`src/rtl/ram_port_arbiter_pkg.sv`:
```
// Shared types for the two-requester RAM port arbiter: requester select encoding
// used by the round-robin pointers and the read-return tag.
package ram_port_arbiter_pkg;

    typedef enum logic {
        SEL_M0 = 1'b0,
        SEL_M1 = 1'b1
    } sel_e;

    // Two-bit one-hot grant to the winning requester (no grant decodes as m0).
    function automatic sel_e gnt_to_sel(input logic [1:0] gnt);
        return gnt[1] ? SEL_M1 : SEL_M0;
    endfunction

endpackage

```
`src/rtl/ram_dual_port.sv`:
```
// Simple dual-port RAM: one write port, one read port, registered read.
// A same-address read and write in one cycle returns the old content.
module ram_dual_port #(
    parameter int DATA_WIDTH = 8,
    parameter int ADDR_WIDTH = 6
) (
    input  logic                  clk,
    input  logic                  i_we,
    input  logic [ADDR_WIDTH-1:0] i_wr_addr,
    input  logic [DATA_WIDTH-1:0] i_wr_data,
    input  logic [ADDR_WIDTH-1:0] i_rd_addr,
    output logic [DATA_WIDTH-1:0] o_rd_data
);

    logic [DATA_WIDTH-1:0] r_mem [0:(2**ADDR_WIDTH)-1];
    logic [DATA_WIDTH-1:0] r_rd_data;

    always_ff @(posedge clk) begin
        if (i_we) begin
            r_mem[i_wr_addr] <= i_wr_data;
        end
        r_rd_data <= r_mem[i_rd_addr];
    end

    assign o_rd_data = r_rd_data;

endmodule

```
`src/rtl/rr_arb2.sv`:
```
// Two-input round-robin arbiter. Grant is combinational; after any grant the
// pointer moves to the requester that did not win, so a held request waits at most one cycle.
module rr_arb2
    import ram_port_arbiter_pkg::*;
(
    input  logic       clk,
    input  logic       reset,
    input  logic [1:0] i_req,
    output logic [1:0] o_gnt
);

    sel_e r_ptr;

    always_comb begin
        o_gnt = 2'b00;
        if (!reset) begin
            if (i_req == 2'b11) begin
                o_gnt = (r_ptr == SEL_M0) ? 2'b01 : 2'b10;
            end else begin
                o_gnt = i_req;
            end
        end
    end

    always_ff @(posedge clk) begin
        if (reset) begin
            r_ptr <= SEL_M0;
        end else if (o_gnt[0]) begin
            r_ptr <= SEL_M1;
        end else if (o_gnt[1]) begin
            r_ptr <= SEL_M0;
        end
    end

endmodule

```
`src/rtl/ram_port_arbiter.sv`:
```
// Shares one simple dual-port RAM between two requesters; read and write ports
// are arbitrated independently and read data is steered back by a 1-bit tag.
module ram_port_arbiter
    import ram_port_arbiter_pkg::*;
#(
    parameter int DATA_WIDTH = 8,
    parameter int ADDR_WIDTH = 6,
    parameter int FORWARD    = 1
) (
    input  logic                  clk,
    input  logic                  reset,
    input  logic                  m0_rd_req,
    input  logic [ADDR_WIDTH-1:0] m0_rd_addr,
    output logic                  m0_rd_gnt,
    output logic                  m0_rd_valid,
    output logic [DATA_WIDTH-1:0] m0_rd_data,
    input  logic                  m0_wr_req,
    input  logic [ADDR_WIDTH-1:0] m0_wr_addr,
    input  logic [DATA_WIDTH-1:0] m0_wr_data,
    output logic                  m0_wr_gnt,
    input  logic                  m1_rd_req,
    input  logic [ADDR_WIDTH-1:0] m1_rd_addr,
    output logic                  m1_rd_gnt,
    output logic                  m1_rd_valid,
    output logic [DATA_WIDTH-1:0] m1_rd_data,
    input  logic                  m1_wr_req,
    input  logic [ADDR_WIDTH-1:0] m1_wr_addr,
    input  logic [DATA_WIDTH-1:0] m1_wr_data,
    output logic                  m1_wr_gnt
);

    logic [1:0]            w_rd_gnt;
    logic [1:0]            w_wr_gnt;
    logic [ADDR_WIDTH-1:0] w_rd_addr;
    logic [ADDR_WIDTH-1:0] w_wr_addr;
    logic [DATA_WIDTH-1:0] w_wr_data;
    logic                  w_we;
    logic [DATA_WIDTH-1:0] w_ram_q;
    logic [DATA_WIDTH-1:0] w_rdata;
    logic                  w_v0;
    logic                  w_v1;

    logic                  r_rd_valid;
    sel_e                  r_rd_tag;
    logic                  r_fwd_hit;
    logic [DATA_WIDTH-1:0] r_fwd_data;
    logic [DATA_WIDTH-1:0] r_hold0;
    logic [DATA_WIDTH-1:0] r_hold1;

    rr_arb2 u_rd_arb (
        .clk   (clk),
        .reset (reset),
        .i_req ({m1_rd_req, m0_rd_req}),
        .o_gnt (w_rd_gnt)
    );

    rr_arb2 u_wr_arb (
        .clk   (clk),
        .reset (reset),
        .i_req ({m1_wr_req, m0_wr_req}),
        .o_gnt (w_wr_gnt)
    );

    assign m0_rd_gnt = w_rd_gnt[0];
    assign m1_rd_gnt = w_rd_gnt[1];
    assign m0_wr_gnt = w_wr_gnt[0];
    assign m1_wr_gnt = w_wr_gnt[1];

    assign w_rd_addr = w_rd_gnt[1] ? m1_rd_addr : m0_rd_addr;
    assign w_wr_addr = w_wr_gnt[1] ? m1_wr_addr : m0_wr_addr;
    assign w_wr_data = w_wr_gnt[1] ? m1_wr_data : m0_wr_data;
    assign w_we      = |w_wr_gnt;

    ram_dual_port #(
        .DATA_WIDTH (DATA_WIDTH),
        .ADDR_WIDTH (ADDR_WIDTH)
    ) u_ram (
        .clk       (clk),
        .i_we      (w_we),
        .i_wr_addr (w_wr_addr),
        .i_wr_data (w_wr_data),
        .i_rd_addr (w_rd_addr),
        .o_rd_data (w_ram_q)
    );

    // A read that was in flight when reset rose must not surface during reset.
    assign w_v0    = r_rd_valid && !reset && (r_rd_tag == SEL_M0);
    assign w_v1    = r_rd_valid && !reset && (r_rd_tag == SEL_M1);
    assign w_rdata = r_fwd_hit ? r_fwd_data : w_ram_q;

    always_ff @(posedge clk) begin
        if (reset) begin
            r_rd_valid <= 1'b0;
            r_rd_tag   <= SEL_M0;
            r_fwd_hit  <= 1'b0;
            r_fwd_data <= '0;
            r_hold0    <= '0;
            r_hold1    <= '0;
        end else begin
            r_rd_valid <= |w_rd_gnt;
            r_rd_tag   <= gnt_to_sel(w_rd_gnt);
            r_fwd_hit  <= (FORWARD != 0) && (|w_rd_gnt) && w_we && (w_rd_addr == w_wr_addr);
            r_fwd_data <= w_wr_data;
            if (w_v0) begin
                r_hold0 <= w_rdata;
            end
            if (w_v1) begin
                r_hold1 <= w_rdata;
            end
        end
    end

    assign m0_rd_valid = w_v0;
    assign m1_rd_valid = w_v1;
    assign m0_rd_data  = w_v0 ? w_rdata : r_hold0;
    assign m1_rd_data  = w_v1 ? w_rdata : r_hold1;

endmodule

```
`config.mk`:
```
export PLATFORM = sky130hd
export DESIGN_NAME = ram_port_arbiter
export DESIGN_NICKNAME = d
export VERILOG_FILES = /design/src/rtl/ram_port_arbiter_pkg.sv /design/src/rtl/ram_dual_port.sv /design/src/rtl/rr_arb2.sv /design/src/rtl/ram_port_arbiter.sv
export SDC_FILE = /design/constraint.sdc
export NUM_CORES = 1
export LEC_CHECK = 0
export CAP_MARGIN = 40
export CORE_MARGIN = 3
export CORE_UTILIZATION = 30
export DETAILED_ROUTE_END_ITERATION = 8
export SYNTH_ARGS = -nofsm -noshare
export SYNTH_HDL_FRONTEND = slang
export SYNTH_HIERARCHICAL = 1
export SYNTH_SLANG_ARGS = --single-unit
```
`constraint.sdc`:
```
create_clock -name clk -period 3.9 [get_ports clk]
set_clock_uncertainty 0.05 [all_clocks]
set_input_delay 0.975 -clock clk [delete_from_list [all_inputs] [get_ports clk]]
set_output_delay 0.975 -clock clk [all_outputs]
set_load 0.005 [all_outputs]
```
=== Word level (Yosys, flattened, before mapping) ===
Memories as Yosys holds them, arrays and structs flattened. A register that Yosys moved wholly into a read port is not among the register bits.
Cells that the tools add are included.

* Bits in registers: 29
* Memory bits (writable): 512
* Bits of input ports: 46
* Output and inout port bits: 22
* Word-level logic and storage cells: 42
* Memories kept: 1

* Eq/ne operators: 3
* Mux-type cells: 19
* Bitwise logic cells: 1
* Reduce and logical (&&, ||, !) cells: 10

{| class="wikitable"
|+ Memory list
! memory !! words !! width !! read ports !! clocked after Yosys merged registers in !! wr ports !! RTL line !! RTL
|-
| u_ram.r_mem || 64 || 8 || 1 || 1 || 1 || ram_dual_port.sv:15 || <nowiki>logic [DATA_WIDTH-1:0] r_mem [0:(2**ADDR_WIDTH)-1];</nowiki>
|}

{| class="wikitable"
|+ Operators by type and width
! cell !! number
|-
| two-way mux 8 bit || 4
|-
| two-way mux 2 bit || 6
|-
| two-way mux 6 bit || 2
|-
| two-way mux 1 bit || 7
|-
| == test 6 bit || 1
|-
| logical AND 1 bit || 5
|-
| == test 2 bit (second input constant) || 2
|-
| nonzero test 2 bit || 2
|-
| OR reduction 2 bit || 2
|-
| zero test 1 bit || 1
|-
| NOT 1 bit || 1
|}

=== Longest topological paths before layout ===
Gate-level depths: netlist of the first run.

* Depth in word-level cells: 6
* Depth in mapped cells: 13
* Gate-level depth less buffers: 8

=== Cells and area by module ===
The synthesis of the first run kept the hierarchy.

{| class="wikitable"
|+ By module, submodules not included
! module !! instances !! cells an instance !! area an instance (um^2) !! seq. area each (um^2)
|-
| ram_dual_port || 1 || 940 || 20,166.8 || 15,534.9
|-
| ram_port_arbiter || 1 || 137 || 1,378.8 || 540.5
|-
| rr_arb2 || 2 || 6 || 61.3 || 20.0
|}

=== Least setup slack after synthesis of the first run ===
Ideal clock, no wire load.

* Kind: input-to-reg
* Start: input port m0_rd_req
* End: register u_ram.r_rd_data[3], in the netlist u_ram/o_rd_data[3], read port of u_ram.r_mem
* Library setup time: 0.128 ns
* Arrival: 3.281 ns
* Data required time: 3.722 ns
* Slack: 0.441 ns
* Cell stages on the path: 11
* Path buffers: 4
* Cells stage by stage: nor2b_1 > nor3b_2 > buf_6 > mux2_2 > buf_4 > buf_2 > buf_2 > mux4_2 > mux4_2 > o21ai_1 > o41ai_1

* Word-level cells in the longest chain between the ends: 4

{| class="wikitable"
|+ RTL lines
! item !! RTL line !! RTL
|-
| start, declared || ram_port_arbiter.sv:12 || <nowiki>input logic m0_rd_req,</nowiki>
|-
| == test 2 bit || rr_arb2.sv:17 || <nowiki>if (i_req == 2'b11) begin</nowiki>
|-
| two-way mux 2 bit || rr_arb2.sv:17 ||
|-
| two-way mux 2 bit || rr_arb2.sv:16 || <nowiki>if (!reset) begin</nowiki>
|-
| via m1_rd_gnt || ram_port_arbiter.sv:23 || <nowiki>output logic m1_rd_gnt,</nowiki>
|-
| two-way mux 6 bit || ram_port_arbiter.sv:69 || <nowiki>assign w_rd_addr = w_rd_gnt[1] ? m1_rd_addr : m0_rd_addr;</nowiki>
|-
| via w_rd_addr[1] || ram_port_arbiter.sv:34 || <nowiki>logic [ADDR_WIDTH-1:0] w_rd_addr;</nowiki>
|-
| end, declared || ram_dual_port.sv:16 || <nowiki>logic [DATA_WIDTH-1:0] r_rd_data;</nowiki>
|}

The timed path passes the listed nets, and every way through them passes these cells.
A chain may end at the register's enable or synchronous reset.

=== Worst setup path after layout of the first run ===
* Start: input port reset
* End: output port m1_rd_data[4]

* Word-level cells in the longest chain between the ends: 4

{| class="wikitable"
|+ RTL lines
! item !! RTL line !! RTL
|-
| start, declared || ram_port_arbiter.sv:11 || <nowiki>input logic reset,</nowiki>
|-
| zero test 1 bit || ram_port_arbiter.sv:88 || <nowiki>assign w_v1 = r_rd_valid && !reset && (r_rd_tag == SEL_M1);</nowiki>
|-
| logical AND 1 bit (2 in a row) || ram_port_arbiter.sv:88 ||
|-
| two-way mux 8 bit || -- ||
|-
| end, declared || ram_port_arbiter.sv:25 || <nowiki>output logic [DATA_WIDTH-1:0] m1_rd_data,</nowiki>
|}

No other way between the ends.

==> results of run 1 <==
==> power by group <==
group          internal [mW]  leakage, nW  switching [mW]  total, mW
clock network           2.98        0.862            2.25       5.24
logic                  0.480         2.84           0.598       1.08
registers               6.53         4.91          0.0293       6.56
==> registers in the layout (all words and copies together), names as in the netlist <==
name / cells
u_ram/o_rd_data: 8
u_ram/r_mem: 512
r_fwd_data: 8
u_wr_arb/r_ptr: 1
r_rd_valid: 1
r_fwd_hit: 1
r_hold0: 8
r_rd_tag: 1
u_rd_arb/r_ptr: 1
r_hold1: 8
==> synth_stat cells (all sizes together) (13+ instances only) <==
cell type,number,area [sq um]
clkbuf,19,71.32
nor2b,40,250.2
mux2i,31,310.3
mux2,33,390.4
buf,41,319.0
a21oi,13,76.33
nor2,94,352.8
mux4,126,2838
nand3,13,65.06
edfxtp,512,15370
dfxtp,37,740.7
nand2,28,105.1
==> final timing paths <==
path                         to  slack (ps)  depth (start not counted)           start
max               m1_rd_data[4]          70                          5           reset
min              u_wr_arb/r_ptr         470                          1  u_wr_arb/r_ptr
max reg2reg  u_ram/o_rd_data[5]         840                         10  u_rd_arb/r_ptr
min reg2reg      u_wr_arb/r_ptr         470                          1  u_wr_arb/r_ptr
==> layer usage <==
| layer | up-vias | part of all wire | GRT usage | routed length, microns |
|---|---|---|---|---|
| li1 | 4914 | - | - | - |
| met1 | 5880 | 0.43 | 0.1902 | 22210 |
| met2 | 409 | 0.47 | 0.2165 | 24370 |
| met3 | 89 | 0.074 | 0.02834 | 3854 |
| met4 | 0 | 0.030 | 0.04778 | 1575 |
| met5 | - | 0 | 0 | 0 |
==> per-stage QoR <==
step | cells | total power [mW] | TNS [ps] | hold WS [ps] | cell area, sq um
2_1_floorplan | 1089 | 7.288 | 0 | 433.0 | 21670
3_3_place_gp | 2204 | 7.753 | -1494 | 438.5 | 24630
3_5_place_dp | 2205 | 7.768 | -1873 | 454.8 | 24640
4_1_cts | 2308 | 13.00 | 0 | 470.6 | 26440
5_1_grt | 2308 | 13.29 | -6.634 | 500.8 | 26460
6_report | 2309 | 12.88 | 0 | 467.5 | 26460
==> kinds of logic (layout without fill, tap and decap cells) <==
group | after synthesis | in the layout | share of synthesized area
buffers and inverters | 61 | 340 | 0.01819
and+or+nand+nor | 209 | 209 | 0.04770
DFF | 549 | 549 | 0.7437
other | 0 | 1 | 0
xor gates and xnor gates | 6 | 6 | 0.002425
AOI/OAI and AO/OA | 74 | 74 | 0.02466
muxes | 190 | 190 | 0.1633
==> worst reg2reg max path, delay by kind of cell (launching register included) <==
family	cells	cell delay (ps)
buffers and inverters	3	770
flip-flops	1	360
multiplexers	2	670
AO/OA/AOI/OAI	2	600
AND/OR/NAND/NOR	3	480
==> layout make-up <==
type	instances	area (sq um)	share of cell area
Clock buffer	65	1434	0.05419
Tap cell	940	1176	0.04445
Clock inverter	38	369.1	0.01395
Multi-Input combinational cell	479	5190	0.1961
Sequential cell	549	16120	0.6090
Inverter	1	3.754	0.0001419
Antenna cell	1	2.502	0.00009457
Timing Repair Buffer	236	2170	0.08199
==> cell usage in the layout (no fill, tap or decap), drive strengths merged, types with 3 or more instances in the layout <==
master / synthesis / final
dfxtp: 37 / 37
xor2: 6 / 6
a22oi: 3 / 3
nand3: 13 / 13
o21a: 4 / 4
inv: 1 / 5
edfxtp: 512 / 512
a211oi: 4 / 4
nand2b: 7 / 7
buf: 41 / 169
and2: 3 / 3
o221ai: 8 / 8
o22ai: 8 / 8
o2bb2ai: 3 / 3
o21ai: 12 / 12
a21oi: 13 / 13
nor2b: 40 / 40
clkinv: 0 / 20
nand3b: 4 / 4
nor3b: 3 / 3
mux2: 33 / 33
mux2i: 31 / 31
nor3: 8 / 8
bufinv: 0 / 5
a221oi: 6 / 6
o2111ai: 3 / 3
mux4: 126 / 126
clkdlybuf4s50: 0 / 65
clkinvlp: 0 / 9
nor2: 94 / 94
clkbuf: 19 / 65
nand2: 28 / 28
==> impl_summary.md, run 1 <==
Run status
The flow ran to the end, and the final reports show no timing, DRC or antenna violations.

Timing
The worst path setup slack after routing is 69.90 ps. Setup repair after global routing could not meet its margin everywhere. The ratio of final minimum period to clock period is 0.9821. The worst slew margin relative to its limit is 0.4224. The pin slew with the least headroom to its limit is roughly 860 ps. Subtracting the final worst setup slack from the clock period gives 3830 ps. The final count of pins violating max slew is 0. The setup-violating endpoint count in the final report is 0. The final hold violation count came to 0. Based on the critical path, the design can be clocked at up to between 200 and 300 MHz.

Clock tree
TritonCTS built the clock tree. Counting every sink on the clock net gives 549. Buffers inserted to repair hold after CTS numbered 0. The clock root buffer is clkbuf_16. The H-tree depth is 2. After clock tree synthesis, the clock-pin slew on the worst setup and hold paths is 60 ps. The number of buffers added by the clock tree synthesis step is 55. After clock tree synthesis, the setup repair step added 0 buffers. At the later pin of the worst-skew pair, clock insertion delay measures approximately 610 ps. The number of gates resized after CTS was 0.

The clock passes through at most 3 buffers.

Die
For this design the top-level I/O count stands at a little under 70. In this run the horizontal extent of the chip is 274.8 microns. The area enclosed by the die boundary is 75,490 sq um.

The standard cell core area is between 70,000 and 80,000 sq um. The row count is 97. The height of the chip is 274.8 microns. The starting utilization of the core area is 0.3062.

Synth
The average size of a mapped cell is 19.90 sq um. The number of unique standard cell types used by synthesis is 51. For this run, the leading register cell type out of synthesis is edfxtp_1. The synthesized area is approximately 22,000 sq um.

The fraction of the yosys area taken by sequential cells is 0.7437. In the synthesized netlist the async set-or-reset flop fraction comes to 0. The number of synthesized flops with an enable pin is 512.

When the netlist entered floorplanning its net count stood at between 1,000 and 1,500. The Yosys step of the flow raised 6 warnings. The flop and latch count out of synthesis is 549. The gate count of the mapped netlist is ~1,100.

Worst setup path
The worst endpoint required time is 2870 ps. The data arrival at the endpoint of the critical path is 2810 ps. Among the stages of the critical path, the cell type that occurs most often is clkdlybuf4s50_1. The endpoint class of the critical path is a primary output. Walking the worst path, the cells encountered are clkdlybuf4s50_1 -> buf_4 -> nand3b_4 -> o21ai_0 -> clkdlybuf4s50_1.

The cell family contributing the most delay on the critical path is buffers and inverters. The start-to-end type of the worst setup path is input port to primary output. The largest individual stage delay along the critical path comes from the cell clkdlybuf4s50_1. The largest fanout on the critical path is 17. On the worst path, the slowest cell contributes a delay of 570 ps. STA classifies the critical path startpoint as an input port. The critical path contains buffers and inverters numbering 3 combined.

Final layout
At the end of the flow the core is filled with cells to 0.3740. The layout overhead on the synthesized area is 22.12%. The number of fill cells in the layout is 6,374. In the final design database the tool counted 1,368 nets. The proportion of layout cells with a drive suffix above 1 is 0.3136.

GRT
The number of antenna violations at the first check in global routing is 1. The total routing resource utilization after global routing is 0.1376. The pin count of the biggest net entering global routing is 66. The via count of the first global-routing pass came to 11,597.

The first-pass GRT wire length is 76,850 microns. Summed over all layers, the global routing overflow is 0.

Placed design
Summed over all nets, the half-perimeter wirelength after detailed placement is 33,720 microns. Routability-driven placement finished with a final weighted congestion of 0.8091. The number of buffer cells added on primary ports is 67. The minimum setup slack after placement is -466.0 ps.

Routing
The routed wire length is 52,000 microns. The vias after detailed routing is 11,292. The count of antenna-violating nets left after detailed routing is 0. The detailed-router iteration count before antenna repair is 7. The DRC marker count from the first detailed-route iteration is between 1,000 and 1,500.

The mean routed wirelength per cell is 22.52 microns. After detailed routing, the number of vias per cell comes to ~4.9. For this run, design rule violations remaining after detail routing come to 0.

Pwr
For this design the static power due to leakage is 8.607 nW. In this run the power density over the cells is around 490 nW/um^2. IR analysis of the VDD net gives a maximum drop of 301.9 uV.

Run
Across the run, the number of max-cap violations was 0.

Hold path
The tightest min-delay check is of the flip-flop to flip-flop type.
No activity file was read; power rests on OpenSTA's default activity.
==> run 2, diff against run 1 <==
--- a/config.mk
+++ b/config.mk
@@ -8,6 +8,7 @@
 export CAP_MARGIN = 40
 export CORE_MARGIN = 3
 export CORE_UTILIZATION = 30
+export CTS_CLUSTER_DIAMETER = 30
 export DETAILED_ROUTE_END_ITERATION = 8
 export SYNTH_ARGS = -nofsm -noshare
 export SYNTH_HDL_FRONTEND = slang
==> run 2 against run 1 <==
Design area grew 6.8%. Flip-flop and latch count stayed put. Hold slack worse by 4.2 ps. Critical path depth unchanged. Largest cell class unchanged. Largest power group is now the clock network.
==> impl_summary.md, run 2 (synthesis results as in run 1) <==
Clock tree
The clock input transition at the sequential cells of the worst setup and hold paths was 40 ps (was 60 ps). The buffers inserted during post-CTS setup optimization is 0 (unchanged). The maximum root-to-sink buffer count is 3 (unchanged). The clock latency on the worst-skew pair came to 630 ps (was 610 ps).

The CTS tree is yes (unchanged). The H-tree depth is 3 (was 2). The number of buffers added by the clock tree synthesis step is 99 (was 55).

The sink count of the clock tree is 549 (unchanged). The clock root buffer is clkbuf_16 (unchanged).

Timing
The worst path setup slack after routing is 71.38 ps (was 69.90 ps). The setup-violating endpoint count in the final report is 0 (unchanged). The worst slew margin relative to its limit is 0.4009 (was 0.4224). The maximum operating frequency is 261.2 MHz (was 261.1 MHz). The post-layout minimum cycle time is 3829 ps (was 3830 ps). The total negative slack for setup checks was 0 ps (unchanged). The final hold violation count was 0 (unchanged).

The ratio of final minimum period to clock period is 0.9817 (was 0.9821). The final count of pins violating max slew was 0 (unchanged). Unrepaired setup endpoints after global routing: yes (unchanged). The pin slew with the least headroom to its limit was 895.4 ps (was 863.3 ps).

Routing
The detailed-route DRC error count was 0 (unchanged). The mean routed wirelength per cell came to 22.31 microns (was 22.52 microns). The via count normalized by instance count is 4.878 (was 4.890). The DRC marker count from the first detailed-route iteration came to 1,065 (was 1,115). The detailed-router iteration count before antenna repair is 7 (unchanged). The count of antenna-violating nets left after detailed routing came to 0 (unchanged).

The vias after detailed routing is 11,672 (was 11,292). The routed wire length is 53,380 microns (was 52,000 microns).

Final layout
Commonest cells after routing, fill and taps aside: edfxtp_1 (512), buf_4 (151), mux4_2 (126), clkbuf_16 (102), nor2_1 (94) (was edfxtp_1 (512), buf_4 (151), mux4_2 (126), nor2_1 (94), clkdlybuf4s50_1 (65)). The proportion of layout cells with a drive suffix above 1 is 0.3503 (was 0.3136). The layout overhead on the synthesized area is 30.42% (was 22.12%). The number of antenna diodes is 0 (was 1).

The final layout net count is 1,412 (was 1,368). The leading cell type in the layout, fill and taps excluded is edfxtp_1 (unchanged). The number of flip-flops in the largest register came to 512 (unchanged).

The register ranked first by flip-flop count is u_ram/r_mem (unchanged). The number of fill cells in the layout is 6,195 (was 6,374).

Die
The area enclosed by the die boundary came to 75,490 sq um (unchanged). The row count was 97 (unchanged). The standard cell core area is 70,760 sq um (unchanged).

The horizontal extent of the die was 274.8 microns (unchanged). The height of the chip is 274.8 microns (unchanged). The I/O pin total is 68 (unchanged).

The starting utilization of the core area is 0.3062 (unchanged).

Run status
Result of the run: completed (unchanged).

Pwr
The cell area power density was 591.2 nW/um^2 (was 486.7 nW/um^2). The cell leakage power is 9.489 nW (was 8.607 nW). The peak ir drop on the vdd network is 358.1 uV (was 301.9 uV).

The post-layout total power came to 16.71 mW (was 12.88 mW).

Placed design
The number of buffer cells added on primary ports was 67 (unchanged). The placer congestion estimate is 0.8091 (unchanged). The post-detailed-placement half-perimeter wirelength was 33,720 microns (unchanged). The minimum setup slack after placement is -466.0 ps (unchanged).

Worst setup path
The startpoint of the worst-slack reg-to-reg timing path is u_rd_arb/r_ptr (unchanged). The end of the worst register-to-register path is u_ram/o_rd_data[4] (was u_ram/o_rd_data[5]). The minimum setup slack among reg-to-reg paths came to 800 ps (was 840 ps). The largest fanout on the critical path came to 17 (unchanged). The worst endpoint required time is 2870 ps (about the same).

The start-to-end type of the worst setup path was input port to primary output (unchanged). The type of origin of the critical path is an input port (unchanged). The data arrival at the endpoint of the critical path came to 2800 ps (was 2810 ps). The number of cell instances on the worst register-to-register path is 10 (unchanged).

The endpoint class of the critical path is a primary output (unchanged).

Hold path
The number of cells on the worst hold path is 1 (unchanged). The origin of the worst min-delay path is u_wr_arb/r_ptr (unchanged). The path type of the worst min-delay path is flip-flop to flip-flop (unchanged).

The sink of the worst hold path was u_wr_arb/r_ptr (unchanged).

GRT
The first-pass GRT wire length is 79,410 microns (was 76,850 microns). The number of antenna violations at the first check in global routing came to 0 (was 1). The total congestion overflow after global routing came to 0 (unchanged). The total routing resource utilization after global routing was 0.1422 (was 0.1376). The via count of the first global-routing pass came to 12,088 (was 11,597). The pin count of the biggest net entering global routing is 66 (unchanged).

Run
The number of maximum-capacitance violations is 0 (unchanged).
[run 2: cell count changes in the layout (fill, tap and decap cells not counted), moves of 2 or more]
cell / before / now
clkinv_4: 1 / 8
clkbuf_8: 2 / 5
clkinv_2: 11 / 15
inv_6: 2 / 8
clkinv_16: 0 / 2
clkinvlp_4: 9 / 7
clkbuf_1: 8 / 13
bufinv_16: 5 / 18
clkbuf_16: 55 / 102
[run 2: worst max-delay path by stage]
stage | from | endpoint | slack (ps)
2_1_floorplan | m0_rd_req | u_ram/o_rd_data[3] | 440
3_3_place_gp | m0_rd_req | u_ram/o_rd_data[5] | -340
3_5_place_dp | m0_rd_req | u_ram/o_rd_data[5] | -470
4_1_cts | reset | m1_rd_data[4] | 70
5_1_grt | reset | m0_rd_data[2] | -6
6_report | reset | m1_rd_data[4] | 70
[run 2: layout make-up]
class | count | area, sq um | area share
Sequential cell | 549 | 16120 | 0.5703
Multi-Input combinational cell | 479 | 5190 | 0.1837
Clock buffer | 120 | 2670 | 0.09448
Timing Repair Buffer | 236 | 2170 | 0.07677
Tap cell | 940 | 1176 | 0.04162
Clock inverter | 68 | 934.6 | 0.03307
Inverter | 1 | 3.754 | 0.0001328
[run 2: where the power goes]
part	internal, mW	switching [mW]	total (mW)
sequential	6.55	0.0286	6.58
combinational	0.481	0.600	1.08
clock	6.10	2.95	9.05
total	13.1	3.57	16.7
[run 2: through the flow]
stage                       util  area (sq um)  std cells  hold WS [ps]
after CTS                 0.3991         28240       2393         466.6
after global placement    0.3481         24630       2204         438.5
after detailed placement  0.3482         24640       2205         454.8
after global routing      0.3994         28260       2393         496.8
after floorplan                -         21670       1089         433.0
final                     0.3994         28260       2393         463.2
[run 2: critical path, stage by stage]
cell and delay, ps:
clkdlybuf4s50_1 450, buf_4 210, nand3b_4 270, o21ai_0 340, clkdlybuf4s50_1 570
[run 2: layer usage]
layer  part of all wire  track usage  vias up  routed length, microns
li1                   -            -     5037                       -
met2               0.47       0.2238      468                   25180
met1               0.42       0.1904     6079                   22640
met4              0.028      0.05434        0                    1489
met5                  0            0        -                       0
met3              0.076      0.03576       88                    4059
[run 2: what timing repair did]
item	CTS	global route
endpoints found under the setup margin	0	5
resized for setup	0	6
hold buffers	0	0
endpoints found under the hold margin	0	0
